--- src/rtl/noc_packetizer_if.sv ---
// noc_packetizer_if: message request, payload stream and router flit link bundle
interface noc_packetizer_if;
  logic msg_valid, msg_ready;
  logic [3:0] msg_dest, msg_len;
  logic [31:0] pl_data;
  logic pl_valid, pl_ready;
  logic [31:0] flit_data;
  logic flit_valid, flit_ready, flit_head, flit_tail;
  logic busy;
  modport master (
    output msg_valid, msg_dest, msg_len, pl_data, pl_valid, flit_ready,
    input msg_ready, pl_ready, flit_data, flit_valid, flit_head, flit_tail, busy
  );
  modport slave (
    input msg_valid, msg_dest, msg_len, pl_data, pl_valid, flit_ready,
    output msg_ready, pl_ready, flit_data, flit_valid, flit_head, flit_tail, busy
  );
endinterface

--- src/rtl/noc_packetizer.sv ---
// noc_packetizer: turns a message request plus payload words into a head/payload/tail flit packet
module noc_packetizer #(
  parameter logic [3:0] SRC_ID = 4'd0,
  parameter int DEST_W = 4
) (
  input logic clk,
  input logic reset,
  noc_packetizer_if.slave b
);
  typedef enum logic {IDLE, SEND} state_t;
  state_t state, next_state;
  logic [3:0] remaining;
  logic [7:0] seq;
  logic msg_take, pl_take, drain;
  assign msg_take = b.msg_valid & b.msg_ready;
  assign pl_take = b.pl_valid & b.pl_ready;
  assign drain = b.flit_valid & b.flit_ready;
  always_ff @(posedge clk)
    state <= reset ? IDLE : next_state;
  always_comb
    next_state = state == IDLE ? (msg_take ? SEND : IDLE) : (drain && b.flit_tail ? IDLE : SEND);
  // Readies depend only on state and the output register, never on the valids
  always_comb begin
    b.msg_ready = !reset && state == IDLE;
    b.pl_ready = !reset && state == SEND && remaining != 4'd0 && (!b.flit_valid || b.flit_ready);
    b.busy = state != IDLE;
  end
  always_ff @(posedge clk)
    if (reset) begin
      seq <= '0;
      remaining <= '0;
      b.flit_valid <= 1'b0;
      b.flit_data <= '0;
      b.flit_head <= 1'b0;
      b.flit_tail <= 1'b0;
    end else begin
      if (drain && b.flit_head) seq <= seq + 8'd1;
      if (msg_take) begin
        remaining <= b.msg_len;
        b.flit_data <= {b.msg_dest[DEST_W-1:0], SRC_ID, b.msg_len, seq, 12'd0};
        b.flit_valid <= 1'b1;
        b.flit_head <= 1'b1;
        b.flit_tail <= b.msg_len == 4'd0;
      end else if (pl_take) begin
        remaining <= remaining - 4'd1;
        b.flit_data <= b.pl_data;
        b.flit_valid <= 1'b1;
        b.flit_head <= 1'b0;
        b.flit_tail <= remaining == 4'd1;
      end else if (drain) b.flit_valid <= 1'b0;
    end
endmodule

--- src/flat_wrapper.sv ---
// flat-port wrapper written by rule: the top's interface ports become plain ports
module noc_packetizer_flat 
#(
  parameter logic [3:0] SRC_ID = 4'd0,
  parameter int DEST_W = 4
)
  (clk, reset, b_msg_valid, b_msg_dest, b_msg_len, b_pl_data, b_pl_valid, b_flit_ready, b_msg_ready, b_pl_ready, b_flit_data, b_flit_valid, b_flit_head, b_flit_tail, b_busy);
  noc_packetizer_if b_i ();
  input logic clk;
  input logic reset;
  input wire logic [$bits(b_i.msg_valid)-1:0] b_msg_valid;
  input wire logic [$bits(b_i.msg_dest)-1:0] b_msg_dest;
  input wire logic [$bits(b_i.msg_len)-1:0] b_msg_len;
  input wire logic [$bits(b_i.pl_data)-1:0] b_pl_data;
  input wire logic [$bits(b_i.pl_valid)-1:0] b_pl_valid;
  input wire logic [$bits(b_i.flit_ready)-1:0] b_flit_ready;
  output wire logic [$bits(b_i.msg_ready)-1:0] b_msg_ready;
  output wire logic [$bits(b_i.pl_ready)-1:0] b_pl_ready;
  output wire logic [$bits(b_i.flit_data)-1:0] b_flit_data;
  output wire logic [$bits(b_i.flit_valid)-1:0] b_flit_valid;
  output wire logic [$bits(b_i.flit_head)-1:0] b_flit_head;
  output wire logic [$bits(b_i.flit_tail)-1:0] b_flit_tail;
  output wire logic [$bits(b_i.busy)-1:0] b_busy;
  assign b_i.msg_valid = b_msg_valid;
  assign b_i.msg_dest = b_msg_dest;
  assign b_i.msg_len = b_msg_len;
  assign b_i.pl_data = b_pl_data;
  assign b_i.pl_valid = b_pl_valid;
  assign b_i.flit_ready = b_flit_ready;
  assign b_msg_ready = b_i.msg_ready;
  assign b_pl_ready = b_i.pl_ready;
  assign b_flit_data = b_i.flit_data;
  assign b_flit_valid = b_i.flit_valid;
  assign b_flit_head = b_i.flit_head;
  assign b_flit_tail = b_i.flit_tail;
  assign b_busy = b_i.busy;
  noc_packetizer #(.SRC_ID(SRC_ID), .DEST_W(DEST_W)) u_core (.clk(clk), .reset(reset), .b(b_i));
endmodule
--- config.mk ---
export PLATFORM = sky130hd
export DESIGN_NAME = noc_packetizer_flat
export DESIGN_NICKNAME = d
export VERILOG_FILES = /design/src/rtl/noc_packetizer_if.sv /design/src/rtl/noc_packetizer.sv /design/src/flat_wrapper.sv
export SDC_FILE = /design/constraint.sdc
export NUM_CORES = 1
export LEC_CHECK = 0
export ABC_AREA = 1
export CORE_MARGIN = 5
export CORE_UTILIZATION = 45
export DETAILED_ROUTE_END_ITERATION = 8
export PLACE_DENSITY = 0.89
export SYNTH_ARGS = -nofsm -noshare
export SYNTH_HDL_FRONTEND = slang
export SYNTH_SLANG_ARGS = --single-unit
--- constraint.sdc ---
create_clock -name clk -period 2.5 [get_ports clk]
set_input_delay 0.25 -clock clk [delete_from_list [all_inputs] [get_ports clk]]
set_output_delay 0.25 -clock clk [all_outputs]
set_load 0.005 [all_outputs]
==> flow_metrics.py <==
metrics = {
    "clock_tree": {
        "clk_latency_ns": 0.31,
        "cts_tree": "done",
        "clk_path_buf_depth": 2,
        "cts_resized": 0,
        "htreeDepth": 2,
        "cts_buffers": 5,
        "hold_buffers": 0,
        "clk_pin_slew_worst_paths_ns": 0.08,
        "postCtsSetupBuffers": 0,
        "clock-sinks": 48,
        "cts-root-buf": "clkbuf_8",
    },
    "critical_path": {
        "cp.required_ns": 2.25,
        "arrival_ns": 1.85,
        "cp_max_fo": 4,
        "reg2reg_depth": 8,
        "max_stage_delay_ns": 0.51,
        "rr_startpoint": "u_core.b.busy",
        "ff2ff_setup_slack_ns": 0.84,
        "setup.worst_path.end_class": "output pin",
        "crit_family": "buffers and inverters",
        "reg2reg_to": "u_core.b.flit_data[16]",
        "crit_chain": "inv_1 > ha_1 > nand2_1 > and2_1 > clkdlybuf4s50_1",
        "crit_path_start_kind": "flop",
        "critPathBufInv": 2,
        "critPathKind": "reg -> out",
        "critPathSlowestCell": "clkdlybuf4s50_1",
        "path_depth": 5,
    },
    "job": {
        "max_cap_viol_count": 0,
    },
    "layout": {
        "most-common-layout-cells": "clkdlybuf4s50_1, nand2_1, nor2_1, dfxtp_1, nand3_1",
        "diodes": 0,
        "fin_area_mm2": 0.003207,
        "final-seq-area_um2": 960.9,
        "multi_input_area_mm2": 0.001080,
        "drive_gt1_share_pct": 4.950,
        "nets": 452,
        "final-instance-count-excl-fill": 471,
        "fin_util_pct": 66.57,
        "n_fill_cell": 446,
        "area_growth_pct": 41.06,
        "layout_commonest_cell": "clkdlybuf4s50_1",
    },
    "timing": {
        "post-route-min-period_ns": 2.103,
        "rsz0062_at_grt": "false",
        "drv_slew": 0,
        "final.setup.tns_ns": 0,
        "worst_pin_slew_ns": 0.5311,
        "setup_viol": 0,
        "slew_headroom_pct": 64.51,
        "finalHoldViolations": 0,
        "fmax_mhz": 475.5,
        "finalClockSkew_ns": 0.009241,
        "fin_crit_sh_pct": 84.12,
    },
    "drt": {
        "drt_iter0_markers": 90,
        "drt-total-wl_mm": 6.104,
        "via_per_inst": 5.030,
        "drc": 0,
        "wl_per_cell_um": 12.96,
        "drtPass1Iterations": 4,
        "vias": 2369,
        "antenna_left": 0,
    },
    "grt": {
        "grt_first_pass_wirelength_mm": 9.687,
        "grt.overflow.total": 0,
        "antenna_found_initial": 0,
        "grt_usage_pct": 18.75,
        "grt_pass1_vias": 2210,
        "grt_max_degree": 26,
    },
    "synth": {
        "synth_top_cell_area_share_pct": 42.27,
        "yosysSeqAreaShare_pct": 42.27,
        "ys_types": 24,
        "avgSynthCellArea_um2": 6.974,
        "syn_nets": 375,
        "synth_cells": 326,
        "ys_ff_latch": 48,
        "ys.warnings.count": 0,
        "synthTopCellsByArea": "dfxtp_1, nand2_1, nor2_1, nand3_1, a21oi_1",
        "synth_top_area_cell": "dfxtp_1",
        "syn_area_mm2": 0.002273,
    },
    "die": {
        "die_h_um": 81.08,
        "num_rows": 25,
        "core-area_mm2": 0.004817,
        "die-width_um": 81.08,
        "die_area_mm2": 0.006573,
        "ios": 83,
        "initial_core_util_pct": 47.19,
    },
    "placement": {
        "hpwl_mm": 4.533,
        "place.gp.congestion": 0.8124,
        "io_buffers": 82,
        "place_area_mm2": 0.003099,
        "dpl.cell_count": 463,
    },
    "min_path": {
        "min_to": "u_core.b.flit_data[4]",
        "hold_depth": 2,
        "hp-class": "reg -> reg",
        "min_from": "u_core.b.flit_data[4]",
    },
    "power_and_ir_drop": {
        "vdd_drop_max_uv": 303.5,
        "p_leak_nw": 1.280,
        "power_density_mw_per_mm2": 533.6,
        "power.total_mw": 1.711,
    },
    "outcome": {
        "outcome": "completed",
    },
}
metal layers:
layer | part of all wire [%] | wire [um] | global-route usage [%] | up-vias
met5 | 0 | 0 | 0 | -
met4 | 1.5 | 91 | 5.574 | 0
met3 | 7.6 | 465 | 5.432 | 10
met2 | 50 | 3059 | 34.24 | 75
met1 | 41 | 2488 | 20.93 | 1091
li1 | - | - | - | 1193
per-stage QoR:
| stage | hold WS, ns | setup WS [ns] |
|---|---|---|
| after global routing | 0.4833 | 0.2783 |
| after detailed placement | 0.4548 | 0.3618 |
| after global placement | 0.4517 | 0.4797 |
| after floorplan | 0.4100 | 1.110 |
| after CTS | 0.4678 | 0.3867 |
| final | 0.4662 | 0.3971 |
synth_stat cells, drive strengths merged:
cell and instances:
inv 29, nand2 78, nor3 2, and3 1
a21oi 26, nand3 29, ha 4, dfxtp 48
clkbuf 4, buf 14, o21ai 22, nand4 11
xnor2 1, and2 1, nor3b 1, nor2 55
flip-flops by register name, indices dropped and copies added (netlist names):
register and cells:
u_core.b.flit_valid 1, u_core.b.flit_head 1, u_core.remaining 4, u_core.b.flit_data 32, u_core.seq 8, u_core.b.flit_tail 1, u_core.b.busy 1
power breakdown:
part           total, mW  leakage (nW)  switching, mW  internal, mW
logic              0.333         0.834          0.159         0.173
clock network      0.552        0.0552          0.255         0.297
registers          0.826         0.390         0.0263         0.800
total               1.71          1.28          0.441          1.27
how the worst max path moves through the flow:
stage / start / endpoint / slack, ns
global placement: reset / b_pl_ready / 0.48
detailed placement: reset / u_core.b.flit_data[16] / 0.36
global route: u_core.remaining[0] / b_pl_ready / 0.28
CTS: u_core.remaining[0] / b_pl_ready / 0.39
finish: u_core.remaining[0] / b_pl_ready / 0.40
floorplan: u_core.remaining[0] / u_core.b.flit_data[21] / 1.11
worst min-delay path, stage by stage, from the launching register on:
cell     delay [ns]
dfxtp_1        0.31
nand2_1        0.06
a21oi_1        0.05
area by class of cell:
type | count | share of cell area (%)
clock buffers | 6 | 2.263
repair buffers | 88 | 27.00
inverters | 29 | 3.394
flip-flops and latches | 48 | 29.96
multi-input cells | 231 | 33.67
well taps | 67 | 2.614
clock inverters | 2 | 1.092
logic make-up (layout without fill, tap and decap cells):
group	count (synthesis)	count (layout)	share of synthesized area [%]
simple gates	178	178	34.34
compound gates	48	48	10.57
flops	48	48	42.27
buf+inv	47	125	10.24
fa+ha+maj	4	4	2.202
xor+xnor	1	1	0.3853
No activity file was read; power rests on OpenSTA's default activity.
